[src/rtl/alu_mc.sv]
// Multi-cycle ALU: encoded opcodes, barrel shifts, iterative MUL/DIV, C/Z/N/V flags.
// Latency: 1 cycle for ops 0-8 and 13-15, WIDTH+1 cycles for ops 9-12 (accept to out_valid).
// Backpressure: in_ready only in IDLE; result and flags held in DONE until out_ready.
module alu_mc #(
    parameter int WIDTH = 16,
    parameter int SHW   = $clog2(WIDTH)
) (
    input  logic             clk,
    input  logic             reset,
    input  logic             in_valid,
    output logic             in_ready,
    input  logic [3:0]       op,
    input  logic             half_mode,
    input  logic [WIDTH-1:0] a,
    input  logic [WIDTH-1:0] b,
    output logic             out_valid,
    input  logic             out_ready,
    output logic [WIDTH-1:0] result,
    output logic             flag_c,
    output logic             flag_z,
    output logic             flag_n,
    output logic             flag_v
);

    localparam int H = WIDTH / 2;

    localparam logic [1:0] S_IDLE = 2'd0;
    localparam logic [1:0] S_ITER = 2'd1;
    localparam logic [1:0] S_DONE = 2'd2;

    localparam logic [WIDTH-1:0] LO_MASK = {{(WIDTH-H){1'b0}}, {H{1'b1}}};

    logic [1:0]       state;
    logic [SHW-1:0]   cnt;
    logic [3:0]       op_q;
    logic [WIDTH-1:0] a_q;
    logic [WIDTH-1:0] hi;       // product high half / partial remainder
    logic [WIDTH-1:0] lo;       // multiplier / dividend shifting into quotient
    logic [WIDTH-1:0] opnd;     // multiplicand / divisor

    // sign bit of the active width
    function automatic logic msb_of(input logic [WIDTH-1:0] v, input logic hm);
        return hm ? v[H-1] : v[WIDTH-1];
    endfunction

    assign in_ready  = (state == S_IDLE);
    assign out_valid = (state == S_DONE);

    wire accept  = in_valid && in_ready;
    wire is_iter = (op >= 4'd9) && (op <= 4'd12);
    wire is_mul  = (op_q == 4'd9) || (op_q == 4'd10);

    // single-cycle datapath, evaluated on the live inputs at accept time
    logic             hm_eff;
    logic [WIDTH-1:0] mask, am, bm, ax, sc_res;
    logic [SHW-1:0]   s;
    logic [WIDTH:0]   sum;
    logic [2*WIDTH-1:0] wide;
    logic             sa, sb, sc_c, sc_v;

    always_comb begin
        hm_eff = half_mode && (op <= 4'd8);
        mask   = hm_eff ? LO_MASK : '1;
        am     = a & mask;
        bm     = b & mask;
        ax     = hm_eff ? {{(WIDTH-H){a[H-1]}}, a[H-1:0]} : a;
        s      = b[SHW-1:0];
        if (hm_eff)
            s = s % SHW'(H);
        sa     = msb_of(a, hm_eff);
        sb     = msb_of(b, hm_eff);
        sum    = '0;
        wide   = '0;
        sc_res = a;
        sc_c   = 1'b0;
        sc_v   = 1'b0;
        case (op)
            4'd0: begin
                sum    = {1'b0, am} + {1'b0, bm};
                sc_res = sum[WIDTH-1:0] & mask;
                sc_c   = hm_eff ? sum[H] : sum[WIDTH];
                sc_v   = (sa == sb) && (msb_of(sc_res, hm_eff) != sa);
            end
            4'd1: begin
                sum    = {1'b0, am} - {1'b0, bm};
                sc_res = sum[WIDTH-1:0] & mask;
                sc_c   = am < bm;
                sc_v   = (sa != sb) && (msb_of(sc_res, hm_eff) != sa);
            end
            4'd2: sc_res = am & bm;
            4'd3: sc_res = am | bm;
            4'd4: sc_res = am ^ bm;
            4'd5: sc_res = ~am & mask;
            4'd6: begin
                wide   = {{WIDTH{1'b0}}, am} << s;
                sc_res = wide[WIDTH-1:0] & mask;
                sc_c   = hm_eff ? wide[H] : wide[WIDTH];
            end
            4'd7: begin
                // the bit just below the result window is the last one shifted out
                wide   = {am, {WIDTH{1'b0}}} >> s;
                sc_res = wide[2*WIDTH-1:WIDTH];
                sc_c   = wide[WIDTH-1];
            end
            4'd8: begin
                wide   = $signed({ax, {WIDTH{1'b0}}}) >>> s;
                sc_res = wide[2*WIDTH-1:WIDTH] & mask;
                sc_c   = wide[WIDTH-1];
            end
            default: sc_res = a;
        endcase
    end

    // one shift-add or restoring-subtract step per cycle
    logic [WIDTH:0]   msum, shifted;
    logic [WIDTH-1:0] diff, hi_nxt, lo_nxt;

    always_comb begin
        msum    = {1'b0, hi} + (lo[0] ? {1'b0, opnd} : '0);
        shifted = {hi, lo[WIDTH-1]};
        diff    = shifted[WIDTH-1:0] - opnd;
        if (is_mul) begin
            {hi_nxt, lo_nxt} = {msum, lo[WIDTH-1:1]};
        end else if (shifted >= {1'b0, opnd}) begin
            hi_nxt = diff;
            lo_nxt = {lo[WIDTH-2:0], 1'b1};
        end else begin
            hi_nxt = shifted[WIDTH-1:0];
            lo_nxt = {lo[WIDTH-2:0], 1'b0};
        end
    end

    // final MUL/DIV result selection, used on the last iteration
    logic [WIDTH-1:0] it_res;
    logic             it_c, it_v;
    wire              div0 = (opnd == '0);

    always_comb begin
        it_res = lo_nxt;
        it_c   = 1'b0;
        it_v   = 1'b0;
        case (op_q)
            4'd9: begin
                it_res = lo_nxt;
                it_c   = |hi_nxt;
                it_v   = |hi_nxt;
            end
            4'd10: it_res = hi_nxt;
            4'd11: begin
                it_res = div0 ? '1 : lo_nxt;
                it_v   = div0;
            end
            default: begin
                it_res = div0 ? a_q : hi_nxt;
                it_v   = div0;
            end
        endcase
    end

    // control FSM and result/flag registers
    always_ff @(posedge clk) begin
        if (reset) begin
            state  <= S_IDLE;
            cnt    <= '0;
            op_q   <= '0;
            a_q    <= '0;
            hi     <= '0;
            lo     <= '0;
            opnd   <= '0;
            result <= '0;
            flag_c <= 1'b0;
            flag_z <= 1'b0;
            flag_n <= 1'b0;
            flag_v <= 1'b0;
        end else begin
            case (state)
                S_IDLE: begin
                    if (accept) begin
                        op_q <= op;
                        a_q  <= a;
                        if (is_iter) begin
                            cnt   <= SHW'(WIDTH - 1);
                            hi    <= '0;
                            lo    <= (op <= 4'd10) ? b : a;
                            opnd  <= (op <= 4'd10) ? a : b;
                            state <= S_ITER;
                        end else begin
                            result <= sc_res;
                            flag_c <= sc_c;
                            flag_v <= sc_v;
                            flag_z <= (sc_res == '0);
                            flag_n <= msb_of(sc_res, hm_eff);
                            state  <= S_DONE;
                        end
                    end
                end
                S_ITER: begin
                    hi <= hi_nxt;
                    lo <= lo_nxt;
                    if (cnt == '0) begin
                        result <= it_res;
                        flag_c <= it_c;
                        flag_v <= it_v;
                        flag_z <= (it_res == '0);
                        flag_n <= it_res[WIDTH-1];
                        state  <= S_DONE;
                    end else begin
                        cnt <= cnt - 1'b1;
                    end
                end
                S_DONE: begin
                    if (out_ready)
                        state <= S_IDLE;
                end
                default: state <= S_IDLE;
            endcase
        end
    end

endmodule

[config.mk]
export PLATFORM = sky130hd
export DESIGN_NAME = alu_mc
export DESIGN_NICKNAME = d
export VERILOG_FILES = /design/src/rtl/alu_mc.sv
export SDC_FILE = /design/constraint.sdc
export NUM_CORES = 1
export LEC_CHECK = 0
export CORE_MARGIN = 8
export CORE_UTILIZATION = 45
export CTS_BUF_LIST = sky130_fd_sc_hd__clkbuf_4
export CTS_CLUSTER_SIZE = 16
export DETAILED_ROUTE_END_ITERATION = 7
export GPL_TIMING_DRIVEN = 1
export PLACE_DENSITY = 0.71
export SLEW_MARGIN = 5
export SYNTH_ARGS = -nofsm -noshare
export SYNTH_HDL_FRONTEND = slang
export SYNTH_SLANG_ARGS = --single-unit
[constraint.sdc]
create_clock -name clk -period 5.57 [get_ports clk]
set_input_delay 1.3925 -clock clk [delete_from_list [all_inputs] [get_ports clk]]
set_output_delay 1.3925 -clock clk [all_outputs]
set_load 0.01 [all_outputs]
==> flow_summary.yaml <==
synth:
  synth_top_area_share_pct: 15.69
  synthArstFlopShare_pct: 0
  synth_cells: 1729
  synthesis.area_sq_um: 11990
  syn-num-nets: 1859
  synth_area_leaders: "dfxtp_1, ha_1, a21oi_1"
  synth.yosys.warnings: 0
  synth_seq_cells: 94
  synth_simple_gate_area_share_pct: 25.92
  ys_types: 89
  synth.most_common_cell: "nand2_1"
  synth_edf_count: 0
  synth_top_family_by_area: "compound AO/OA/AOI/OAI gates"
  ys_seq_area_share_pct: 15.69
  synth_xor_area_share_pct: 2.702
  synthMuxAreaShare_pct: 6.824
  synth_common_cells: "nand2_1, nor2_1, a21oi_1"
  yosys_most_used_dff: "dfxtp_1"
  synthAdderAreaFrac_pct: 9.537
  synth-compound-area-share_pct: 32.61
  yosysTopAreaCell: "dfxtp_1"
  synth.avg_cell_area_sq_um: 6.936
power:
  pwr-share-seq_pct: 25.9
  internal_power_w: 0.001527
  power_frac_clock_pct: 12.5
  p_comb_share_pct: 61.5
  p_sw_w: 0.001609
  fin_total_pwr_w: 0.003136
  power.density_nw_per_um2: 235.7
  irDropWorstVdd_uv: 121.5
  leakage_nw: 5.310
  netSwitchingFraction_pct: 51.30
setup_path:
  cp_cell_sequence: "and2_1 > ha_1 > a2111oi_0 > o21ai_0 > a221oi_1 > nor2b_1 > nor2_1 > xor2_1 > a221oi_1 > a221o_1 > nor4_1 > a31oi_1 > o31ai_2"
  worstSetupEndpointType: "register"
  path_class: "reg -> reg"
  cp_common_cell: "a221oi_1"
  cp_slowest_stage_delay_ns: 1.06
  startpoint_type: "register"
  worst-r2r-cell-count: 13
  critPathMaxFanout: 19
  reg2reg_to: "flag_z"
  path_delay_family: "compound AO/OA/AOI/OAI gates"
  crit_required_ns: 5.98
  path_buf_inv: 0
  cp_slowest_cell: "a221oi_1"
  cp.arrival_ns: 5.64
  r2r-start: "lo[0]"
  rrSetupSlack_ns: 0.33
cts:
  cts_buffer_depth: 2
  clk_latency_ns: 0.51
  numCtsBuffers: 9
  cts.sink_count: 94
  htree_levels: 3
  clk_pin_slew_ns: 0.19
  cts_tree: "yes"
  cts_resized: 0
  ctsRootBufferMaster: "clkbuf_4"
  hold_buffers: 0
  postCtsSetupRepairBufs: 0
global_routing:
  grt_pass1_wl_mm: 81.97
  antenna_found_initial: 2
  grt_overflow_total: 0
  grt_pass1_vias: 13067
  grt_max_degree: 95
  grt_usage_pct: 33.44
timing:
  slew_violations: 0
  min_period_ns: 5.237
  relSlewSlack_pct: 16.01
  finalSetupViolCount: 0
  worstMarginPinSlew_ns: 1.260
  finClkSkew_ns: 0.04762
  worst_slack_ns: 0.3326
  fmax_ghz: 0.1909
  fin_crit_sh_pct: 94.03
  timing.final.hold_violations: 0
  setup_tns_ns: 0
  rsz0062_at_grt: "false"
finish:
  layout.nets: 1889
  final_layout_size_suffix_gt1_share_pct: 9.977
  area_delta_synth_final_pct: 10.97
  layout.cells.non_filler: 2100
hold_path:
  hold_path.class: "reg -> reg"
  min-delay-start: "result[2]"
  hold_depth: 2
  holdPathEnd: "result[2]"
detailed_routing:
  vias_per_cell: 6.801
  firstDrtPassIters: 6
  wl_per_cell_microns: 25.83
  detail-route-antenna-nets: 0
  vias: 14283
  finalWirelength_mm: 54.24
  drt_iter0_drc: 2093
  drc: 0
floorplanning:
  die-height_microns: 179.2
  start_util_pct: 45.89
  core_sq_um: 26130
  rows: 59
  dieWidth_microns: 179.2
  dieArea_sq_um: 32130
  pin_count: 63
placed_design:
  port_buffers: 62
  place_congestion: 1.069
  dp_slack_ns: 0.05394
  dp_hpwl_mm: 42.28
  dp.cells: 2083
run:
  cap_violations: 0
status:
  outcome: "complete, no violations"
[power by group through the flow]
stage	sequential [W]	clock (W)	combinational, W
floorplan	0.000797	0	0.00124
global placement	0.000822	0	0.00184
detailed placement	0.000825	0	0.00185
CTS	0.000810	0.000392	0.00186
global route	0.000821	0.000421	0.00204
finish	0.000814	0.000393	0.00193
[worst max-delay path by stage]
stage / cells after the start / slack (ns) / from / end
floorplan: 18 / 0.66 / op[0] / flag_z
global placement: 16 / 0.1 / op[0] / result[14]
detailed placement: 16 / 0.05 / op[0] / result[14]
CTS: 16 / 0.57 / op[0] / result[14]
global route: 16 / 0.23 / op[0] / result[14]
finish: 13 / 0.33 / lo[0] / flag_z
[through the flow]
| step | area (sq um) | hold WS [ns] | util [%] |
|---|---|---|---|
| 2_1_floorplan | 11990 | 0.4332 | - |
| 3_3_place_gp | 13180 | 0.4383 | 50.44 |
| 3_5_place_dp | 13180 | 0.4457 | 50.44 |
| 4_1_cts | 13300 | 0.4624 | 50.91 |
| 5_1_grt | 13310 | 0.4823 | 50.92 |
| 6_report | 13310 | 0.4608 | 50.92 |
[cell usage in the layout, fill, tap and decap left out, types with 17 or more instances in the layout]
cell type	instances
nor4_1	20
nor2_1	201
clkdlybuf4s50_1	57
o21ai_0	77
nand3_1	36
nand2_1	208
a31oi_1	25
o22ai_1	17
a22oi_1	20
dfxtp_1	94
nor3_1	43
and2_1	33
a311oi_1	24
buf_4	92
nand2b_1	23
o211ai_1	30
a21oi_1	166
nor2b_1	17
inv_1	68
mux2i_1	39
xnor2_1	27
a211oi_1	54
ha_1	85
[flip-flops by register name, summed over array words and instances (netlist names)]
signal,count
a_q,16
hi,16
lo,16
opnd,16
result,16
cnt,4
op_q,4
state,2
flag_c,1
flag_n,1
flag_v,1
flag_z,1
[layout make-up]
| cell class | instances | area [sq um] |
|---|---|---|
| multi-input combinational | 1428 | 9323 |
| sequential | 94 | 1882 |
| inverter | 72 | 270.3 |
| fill | 2640 | 12830 |
| antenna | 1 | 2.502 |
| timing repair buffer | 154 | 1286 |
| tap | 335 | 419.2 |
| clock inverter | 7 | 56.30 |
| clock buffer | 9 | 67.56 |
[kinds of logic (layout without fill, tap and decap cells)]
logic type / count (synthesis) / count (layout)
adders and majority gates: 89 / 89
AOI/OAI and AO/OA: 575 / 575
muxes: 64 / 64
other: 0 / 1
and+or+nand+nor: 663 / 663
DFF: 94 / 94
buffers and inverters: 207 / 242
xor gates and xnor gates: 37 / 37
[layer usage]
metal	up-vias	track usage [%]	part of all wire, %
li1	6443	-	-
met1	6742	47.39	43
met2	946	47.08	40
met3	150	8.572	13
met4	2	13.43	4.4
met5	-	0	0.024
[worst register-to-register path: cells and delay by family, from the launching register on]
family                   cells  cell delay [ns]
adder cells (fa/ha/maj)      1             0.28
flip-flops                   1             0.84
AO/OA/AOI/OAI                7             3.30
AND/OR/NAND/NOR              4             0.64
XOR/XNOR                     1             0.11
(Power assumes the default switching activity.)
